### config.mk
export PLATFORM = sky130hd
export DESIGN_NAME = window_collector
export DESIGN_NICKNAME = d
export VERILOG_FILES = /design/src/rtl/window_pkg.sv /design/src/rtl/rr_arbiter8.sv /design/src/rtl/window_collector.sv
export SDC_FILE = /design/constraint.sdc
export NUM_CORES = 1
export LEC_CHECK = 0
export BUFFER_PORTS_ARGS = -buffer_cell sky130_fd_sc_hd__buf_2
export CORE_AREA = 2 2 175 177
export DETAILED_ROUTE_END_ITERATION = 8
export DIE_AREA = 0 0 177 179
export GPL_TIMING_DRIVEN = 0
export SLEW_MARGIN = 20
export SYNTH_ARGS = -nofsm -noshare
export SYNTH_HDL_FRONTEND = slang
export SYNTH_SLANG_ARGS = --single-unit
### constraint.sdc
create_clock -name clk -period 6.8 [get_ports clk]
set_clock_uncertainty 0.2 [all_clocks]
set_input_delay 1.36 -clock clk [delete_from_list [all_inputs] [get_ports clk]]
set_output_delay 1.36 -clock clk [all_outputs]
set_load 0.02 [all_outputs]
### src/rtl/window_pkg.sv
// ============================================================================
// Module      : window_pkg
// Description : Shared constants and FSM state encoding for window_collector.
// Revision    : 1.0 - initial release
// ============================================================================
`default_nettype none

package window_pkg;

    localparam int C_MAX_IN = 8;
    localparam int C_IDX_W  = 3;

    typedef enum logic [0:0] {
        ST_IDLE    = 1'b0,
        ST_PENDING = 1'b1
    } state_e;

endpackage

`default_nettype wire

### src/rtl/rr_arbiter8.sv
// ============================================================================
// Module      : rr_arbiter8
// Description : 8-way round-robin arbiter; searches upward from ptr_i+1.
// Revision    : 1.0 - initial release
// ============================================================================
`default_nettype none

module rr_arbiter8
    import window_pkg::*;
(
    input  logic [C_MAX_IN-1:0] valid_i,
    input  logic [C_IDX_W-1:0]  ptr_i,
    output logic [C_MAX_IN-1:0] grant_o,
    output logic [C_IDX_W-1:0]  idx_o,
    output logic                any_o
);

    always_comb begin
        grant_o = '0;
        idx_o   = ptr_i;
        any_o   = 1'b0;
        // The last-granted port is visited last, giving it the lowest priority.
        for (int k = 1; k <= C_MAX_IN; k++) begin
            automatic logic [C_IDX_W-1:0] cand = ptr_i + C_IDX_W'(k);
            if (!any_o && valid_i[cand]) begin
                any_o         = 1'b1;
                idx_o         = cand;
                grant_o[cand] = 1'b1;
            end
        end
    end

endmodule

`default_nettype wire

### src/rtl/window_collector.sv
// ============================================================================
// Module      : window_collector
// Description : Accepts one window request by round-robin, holds it pending
//               and commits it to the m_* outputs on the next fsync.
// Revision    : 1.0 - initial release
// ============================================================================
`default_nettype none

module window_collector
    import window_pkg::*;
#(
    parameter int C_HBITS     = 12,
    parameter int C_WBITS     = 12,
    parameter int C_SLAVE_NUM = 1
)(
    input  logic               clk,
    input  logic               resetn,
    input  logic               fsync,
    input  logic [C_WBITS-1:0] s0_left,   input  logic [C_WBITS-1:0] s0_width,
    input  logic [C_HBITS-1:0] s0_top,    input  logic [C_HBITS-1:0] s0_height,
    input  logic               s0_valid,  output logic               s0_ready,
    input  logic [C_WBITS-1:0] s1_left,   input  logic [C_WBITS-1:0] s1_width,
    input  logic [C_HBITS-1:0] s1_top,    input  logic [C_HBITS-1:0] s1_height,
    input  logic               s1_valid,  output logic               s1_ready,
    input  logic [C_WBITS-1:0] s2_left,   input  logic [C_WBITS-1:0] s2_width,
    input  logic [C_HBITS-1:0] s2_top,    input  logic [C_HBITS-1:0] s2_height,
    input  logic               s2_valid,  output logic               s2_ready,
    input  logic [C_WBITS-1:0] s3_left,   input  logic [C_WBITS-1:0] s3_width,
    input  logic [C_HBITS-1:0] s3_top,    input  logic [C_HBITS-1:0] s3_height,
    input  logic               s3_valid,  output logic               s3_ready,
    input  logic [C_WBITS-1:0] s4_left,   input  logic [C_WBITS-1:0] s4_width,
    input  logic [C_HBITS-1:0] s4_top,    input  logic [C_HBITS-1:0] s4_height,
    input  logic               s4_valid,  output logic               s4_ready,
    input  logic [C_WBITS-1:0] s5_left,   input  logic [C_WBITS-1:0] s5_width,
    input  logic [C_HBITS-1:0] s5_top,    input  logic [C_HBITS-1:0] s5_height,
    input  logic               s5_valid,  output logic               s5_ready,
    input  logic [C_WBITS-1:0] s6_left,   input  logic [C_WBITS-1:0] s6_width,
    input  logic [C_HBITS-1:0] s6_top,    input  logic [C_HBITS-1:0] s6_height,
    input  logic               s6_valid,  output logic               s6_ready,
    input  logic [C_WBITS-1:0] s7_left,   input  logic [C_WBITS-1:0] s7_width,
    input  logic [C_HBITS-1:0] s7_top,    input  logic [C_HBITS-1:0] s7_height,
    input  logic               s7_valid,  output logic               s7_ready,
    output logic [C_WBITS-1:0] m_left,
    output logic [C_WBITS-1:0] m_width,
    output logic [C_HBITS-1:0] m_top,
    output logic [C_HBITS-1:0] m_height,
    output logic               m_update,
    output logic               m_pending,
    output logic               m_err
);

    localparam logic [C_IDX_W-1:0] C_PTR_RST = C_IDX_W'(C_SLAVE_NUM - 1);

    logic [C_WBITS-1:0]  w_left   [C_MAX_IN];
    logic [C_WBITS-1:0]  w_width  [C_MAX_IN];
    logic [C_HBITS-1:0]  w_top    [C_MAX_IN];
    logic [C_HBITS-1:0]  w_height [C_MAX_IN];
    logic [C_MAX_IN-1:0] w_valid_raw;
    logic [C_MAX_IN-1:0] w_req;
    logic [C_MAX_IN-1:0] w_grant;
    logic [C_IDX_W-1:0]  w_idx;
    logic                w_any;
    logic                w_win_ok;

    state_e              state_q;
    logic [C_IDX_W-1:0]  ptr_q;
    logic [C_WBITS-1:0]  pend_left_q,  pend_width_q,  m_left_q,  m_width_q;
    logic [C_HBITS-1:0]  pend_top_q,   pend_height_q, m_top_q,   m_height_q;
    logic                m_update_q, m_err_q;

    assign w_left   = '{s0_left,   s1_left,   s2_left,   s3_left,
                        s4_left,   s5_left,   s6_left,   s7_left};
    assign w_width  = '{s0_width,  s1_width,  s2_width,  s3_width,
                        s4_width,  s5_width,  s6_width,  s7_width};
    assign w_top    = '{s0_top,    s1_top,    s2_top,    s3_top,
                        s4_top,    s5_top,    s6_top,    s7_top};
    assign w_height = '{s0_height, s1_height, s2_height, s3_height,
                        s4_height, s5_height, s6_height, s7_height};
    assign w_valid_raw = {s7_valid, s6_valid, s5_valid, s4_valid,
                          s3_valid, s2_valid, s1_valid, s0_valid};

    // Unused ports and the whole PENDING state are hidden from the arbiter.
    always_comb begin
        w_req = '0;
        for (int i = 0; i < C_MAX_IN; i++) begin
            w_req[i] = w_valid_raw[i] && (i < C_SLAVE_NUM) && (state_q == ST_IDLE);
        end
    end

    rr_arbiter8 u_arb (
        .valid_i (w_req),
        .ptr_i   (ptr_q),
        .grant_o (w_grant),
        .idx_o   (w_idx),
        .any_o   (w_any)
    );

    assign {s7_ready, s6_ready, s5_ready, s4_ready,
            s3_ready, s2_ready, s1_ready, s0_ready} = w_grant;

    assign w_win_ok = (w_width[w_idx] != '0) && (w_height[w_idx] != '0);

    always_ff @(posedge clk or negedge resetn) begin
        if (!resetn) begin
            state_q       <= ST_IDLE;
            ptr_q         <= C_PTR_RST;
            pend_left_q   <= '0;
            pend_width_q  <= '0;
            pend_top_q    <= '0;
            pend_height_q <= '0;
            m_left_q      <= '0;
            m_width_q     <= '0;
            m_top_q       <= '0;
            m_height_q    <= '0;
            m_update_q    <= 1'b0;
            m_err_q       <= 1'b0;
        end else begin
            m_update_q <= 1'b0;
            m_err_q    <= 1'b0;
            case (state_q)
                ST_IDLE: begin
                    // fsync is ignored here, so an accept in the same cycle waits for the next one.
                    if (w_any) begin
                        ptr_q <= w_idx;
                        if (w_win_ok) begin
                            pend_left_q   <= w_left[w_idx];
                            pend_width_q  <= w_width[w_idx];
                            pend_top_q    <= w_top[w_idx];
                            pend_height_q <= w_height[w_idx];
                            state_q       <= ST_PENDING;
                        end else begin
                            m_err_q <= 1'b1;
                        end
                    end
                end
                ST_PENDING: begin
                    if (fsync) begin
                        m_left_q   <= pend_left_q;
                        m_width_q  <= pend_width_q;
                        m_top_q    <= pend_top_q;
                        m_height_q <= pend_height_q;
                        m_update_q <= 1'b1;
                        state_q    <= ST_IDLE;
                    end
                end
                default: state_q <= ST_IDLE;
            endcase
        end
    end

    assign m_left    = m_left_q;
    assign m_width   = m_width_q;
    assign m_top     = m_top_q;
    assign m_height  = m_height_q;
    assign m_update  = m_update_q;
    assign m_err     = m_err_q;
    assign m_pending = (state_q == ST_PENDING);

endmodule

`default_nettype wire

Word level (Yosys, flattened, before mapping). Cells that the tools add are included.

Reduce and logical (&&, ||, !) cells: 29. Muxes and demuxes: 77. $add $sub $neg: 7. Bitwise logic cells: 9. $lt $le $gt $ge: 17.

Operators by type and width (count): $bmux 12 s3 (4); $mux 12 (8); $mux 8 (8); $or 8x8->8 (7); $lt 3x4->1 const B (8); $mux 1 (32); $bmux 1 s3 (8); $demux 1 s3 (8); $ge 3x1->1 const B (8); $mux 3 (8); $reduce_bool 12->1 (2); $logic_and 1x1->1 (17); $add 3x3->3 const B (4); $logic_not 1->1 (7); $add 3x2->3 const B (2); $ge 4x4->1 const B (1); $not 3->4 (1); $reduce_and 2->1 (2); $add 3x1->3 const B (1); $reduce_and 3->1 (1); $pmux 1 s2 (1); $not 1->1 (1).

Flip-flop bits (word level): 102. Output and inout bits: 59. Word-level logic and storage cells: 151. Input port bits: 395.

Logic depth before layout (Yosys ltp).
Depth after elaboration: 35. Mapped depth: 13.

Cells and area by module. A second synthesis with hierarchy kept.

Cell total of the unflattened synthesis: 618. Area, all modules: 7937.6 µm².

By module, submodules not included: window_collector (area each 6755.2 µm², times used 1, cells each 478); rr_arbiter8 (area each 1182.4 µm², times used 1, cells each 140).

Least setup slack after synthesis. Ideal clock, no wire load.

Path type: input-to-output. From: input port s0_valid. To: output port s6_ready. Setup slack: 2.850 ns. Stages on the path: 5. Data arrival time: 2.390 ns. Cell sequence: nor2b_2 -> buf_4 -> buf_2 -> nand3_1 -> o22ai_1.

Cells in the longest elaborated chain, start to end: 25. Elaborated cells on any way between the ends: 53.

Ends and longest elaborated chain: from (decl) (RTL line window_collector.sv:21) `input logic s0_valid, output logic s0_ready,`; $logic_and 1x1->1 * (RTL line window_collector.sv:86) `w_req[i] = w_valid_raw[i] && (i < C_SLAVE_NUM) && (state_q == ST_IDLE);`; $bmux 1 s3 (RTL line rr_arbiter8.sv:25) `if (!any_o && valid_i[cand]) begin`; $mux 1 (implied by the code) (RTL line rr_arbiter8.sv:25); $mux 1 (RTL line rr_arbiter8.sv:25); $logic_not 1->1 (RTL line rr_arbiter8.sv:25); $logic_and 1x1->1 (RTL line rr_arbiter8.sv:25); $mux 1 (RTL line rr_arbiter8.sv:25); $logic_not 1->1 (RTL line rr_arbiter8.sv:25); (+9 left out); $logic_and 1x1->1 (RTL line rr_arbiter8.sv:25); $mux 1 (RTL line rr_arbiter8.sv:25); $logic_not 1->1 (RTL line rr_arbiter8.sv:25); $logic_and 1x1->1 (RTL line rr_arbiter8.sv:25); $mux 1 (RTL line rr_arbiter8.sv:25); $logic_not 1->1 (RTL line rr_arbiter8.sv:25); $logic_and 1x1->1 (RTL line rr_arbiter8.sv:25); $mux 8 * (RTL line rr_arbiter8.sv:25); to (decl) (RTL line window_collector.sv:39) `input logic s6_valid, output logic s6_ready,`.

Mark *: on every way between the ends. The rest lies on a longest branch, timed or not. The select of a mux whose other input is x is not followed.

Final worst setup path.
From: input port s0_valid. To: register pend_top_q[7].

Cells in the longest elaborated chain, start to end: 32. Elaborated cells on any way between the ends: 61.

Ends and longest elaborated chain: $logic_and 1x1->1 * (RTL line window_collector.sv:86); $bmux 1 s3 (RTL line rr_arbiter8.sv:25); $mux 1 (implied by the code) (RTL line rr_arbiter8.sv:25); $mux 1 (RTL line rr_arbiter8.sv:25); $logic_not 1->1 (RTL line rr_arbiter8.sv:25); $logic_and 1x1->1 (RTL line rr_arbiter8.sv:25); $mux 1 (RTL line rr_arbiter8.sv:25); $logic_not 1->1 (RTL line rr_arbiter8.sv:25); (+15 left out); $logic_and 1x1->1 (RTL line rr_arbiter8.sv:25); $mux 3 (RTL line rr_arbiter8.sv:25); $not 3->4 (implied by the code) (RTL line window_collector.sv:101, window_collector.sv:128); $bmux 12 s3 (RTL line window_collector.sv:101) `assign w_win_ok = (w_width[w_idx] != '0) && (w_height[w_idx] != '0);`; $mux 12 (implied by the code) (2 in a row) (RTL line window_collector.sv:101); $reduce_bool 12->1 (RTL line window_collector.sv:101); $logic_and 1x1->1 (RTL line window_collector.sv:101); $reduce_and 3->1 (no source line); to (signal assigned) (RTL line window_collector.sv:128) `pend_top_q <= w_top[w_idx];`; to (decl) (RTL line window_collector.sv:68) `logic [C_HBITS-1:0] pend_top_q, pend_height_q, m_top_q, m_height_q;`.

Marked as above. A chain may end at the register's enable or synchronous reset.

==> summary.md <==
| Metric | Value |
|---|---|
| Status | `completed` |
| Fraction of registers with async set/reset | `1.00` |
| Most frequent cells in the layout | `buf_2 (294), dfrtp_1 (102), mux2_2 (93), nor2_1 (38), a221oi_1 (37)` |
| Pre-CTS setup slack | `1980 ps` |
| Post-synthesis compound-gate area fraction | `0.186` |
| Startpoint types | `input port` |
| Sequential area share after synthesis | `0.427` |
| Adder-Cell Fraction of Synth Area | `0.00838` |
| Worst-Margin Slew | `1010 ps` |
| Lkg Pwr | `3.80 nW` |
| Largest net degree at the start of global routing | `64` |
| Die area | `31700 µm²` |
| CTS tree | `done` |
| Total CTS buffers | `9` |
| Post-synthesis cell area | `5970 µm²` |
| Mux contribution to synthesized area | `0.212` |
| Clock share of power | `0.257` |
| DRC violations left | `0` |
| Syn Inst Count | `565` |
| Via count | `5867` |
| Syn. warnings | `0` |
| Buffer count from post-CTS setup fixing | `0` |
| Ratio of cells with drive above 1 in the final layout | `0.524` |
| Slew Limit Fails | `0` |
| Synthesized-area fraction occupied by and/or/nand/nor cells | `0.0911` |
| Synth unique cells | `49` |
| Core area | `30000 µm²` |
| Crit path max fanout | `10` |
| RePlAce Congestion | `0.844` |
| Pwr Total | `0.00212 W` |
| Final period utilization | `0.656` |
| Routed vias/inst | `4.67` |
| Reg2reg path depth | `10` |
| FMAX | `224 MHz` |
| Hold Path Stages | `2` |
| Worst Slack Setup Final | `2340 ps` |
| DP HPWL | `21900 µm` |
| Post-Syn Area per Cell | `10.6 µm²` |
| XOR/XNOR Fraction of Synth Area | `0` |
| Internal Pwr Total | `0.00140 W` |
| Layout Cells excl Fill | `1257` |
| Vias in the first global route | `5932` |
| Cts hold-fix bufs | `0` |
| DP Cell Count | `1239` |
| # clock sinks | `102` |
| Setup TNS Final | `0 ps` |
| Number of flops mapped to enable cells by yosys | `0` |
| CTS Buffer Depth | `2` |
| Wire per inst | `21.5 µm` |
| Initial Utilization | `0.199` |
| Largest family of logic cells by synthesized area | `multiplexers` |
| Sequential share of power | `0.414` |
| Number of synthesized register bits | `102` |
| H-Tree Level Count | `3` |
| Final setup fails | `0` |
| Die height | `179 µm` |
| Post-route antenna net violation count | `0` |
| Worst hold path class | `register to register` |
| Crit path DAT | `4500 ps` |
| P_sw | `0.000727 W` |
| Clock-pin slew on the worst setup and hold paths | `70 ps` |
| Switching share of power | `0.342` |
| Post-cts resize count | `0` |
| CTS Root Cell | `clkbuf_16` |
| Hold Fails Final Rpt | `0` |
| Max-cap violations | `0` |
| Ys flop type | `dfrtp_1` |
| Drt first-iter violations | `333` |
| Clk Latency, worst-skew pair | `350 ps` |
| CP Class | `input port to register` |
| Die W | `177 µm` |
| Post-layout min period | `4460 ps` |
| Final global-route overflow total | `0` |
| Area Growth Syn to Fin | `37.3%` |
| Final non-filler cell area | `8210 µm²` |
| Num rows | `64` |
| First-pass GRT wire length | `38200 µm` |
| Initial antenna violation count | `2` |
| IO Port Bufs | `274` |
| Most common cell after layout, fill and taps aside | `buf_2` |
| TritonRoute pass-1 iters | `5` |
| Max_slew headroom | `0.327` |
| Placed Area | `7890 µm²` |
| PD cells | `259 nW/µm²` |
| Worst setup EP type | `register` |
| Final nets | `1253` |
| Gr usage total | `0.168` |
| Comb power frac | `0.329` |
| Worst-case vdd ir drop | `0.113 mV` |
| CP Data Required Time | `6840 ps` |
| Routed Wire Length | `27000 µm` |
| RSZ-0062 raised after global routing | `false` |
| IO Count | `454` |
==> power groups by stage <==
stage / logic, W / registers, W / clock network (W)
after floorplan: 0.000261 / 0.00103 / 0
after global placement: 0.000696 / 0.000884 / 0
after detailed placement: 0.000708 / 0.000895 / 0
after CTS: 0.000709 / 0.000882 / 0.000570
after global routing: 0.000756 / 0.000906 / 0.000595
final: 0.000699 / 0.000878 / 0.000547
==> flip-flops by register name (all words and copies together) (netlist names) <==
register,count
m_height,12
pend_height_q,12
pend_left_q,12
m_top,12
m_err,1
pend_top_q,12
m_update,1
m_pending,1
m_width,12
ptr_q,3
m_left,12
pend_width_q,12
==> area by class of cell <==
class	instances	area, µm²
clock buffer	9	225
antenna	2	5.00
clock inverter	7	88.8
buffer	53	330
tap	396	495
fill	3184	21800
multi-input combinational	383	2990
timing repair buffer	275	1410
sequential	102	2550
inverter	30	113
==> worst paths after layout <==
path,startpoint,end,slack (ps)
worst max-delay path,s0_valid,pend_top_q[7],2340
worst min-delay path,m_height[6],m_height[6],280
worst max register to register,ptr_q[1],pend_top_q[7],2850
worst min register to register,m_height[6],m_height[6],280
max in group asynchronous,resetn,m_width[3],5040
min in group asynchronous,resetn,pend_left_q[10],710
==> cells by family after synthesis <==
group / count (synthesis)
compound gates: 148
simple gates: 114
mux: 113
flops: 102
buf+inv: 83
fa+ha+maj: 4
other cells: 1
==> cells in the mapped netlist (11+ instances only) <==
library cell / number / area, µm²
buf_4: 14 / 105
nand2_1: 28 / 105
mux2i_1: 16 / 160
dfrtp_1: 102 / 2550
buf_2: 21 / 105
inv_1: 28 / 105
o21ai_0: 11 / 55.1
nor3_1: 20 / 100
o22ai_1: 22 / 138
mux2_2: 93 / 1050
a31oi_1: 29 / 181
nor2_1: 38 / 143
a22o_1: 12 / 105
a221oi_1: 37 / 324
==> worst max-delay path, cell delays in order <==
cell and delay, ps:
buf_2 120, nor2b_2 170, nor3_4 400, buf_4 290
a221oi_1 100, a221oi_1 850, nor4_2 150, a31oi_2 240
o21ai_2 140, buf_6 210, buf_6 170, mux2_4 300
==> metal layers <==
metal  GRT usage  share of wire  wire length [µm]  vias up
met5           0              0                 0        -
met4      0.0606          0.030               811        0
met1       0.216           0.44             11800     2827
li1            -              -                 -     2697
met3      0.0267          0.057              1530       39
met2       0.286           0.48             12800      304
==> per-stage QoR <==
stage               utilization  hold WS [ps]
floorplan                     -           262
global placement          0.262           263
detailed placement        0.263           271
CTS                       0.273           288
global route              0.273           318
finish                    0.273           283
No activity file was read; power rests on OpenSTA's default activity.
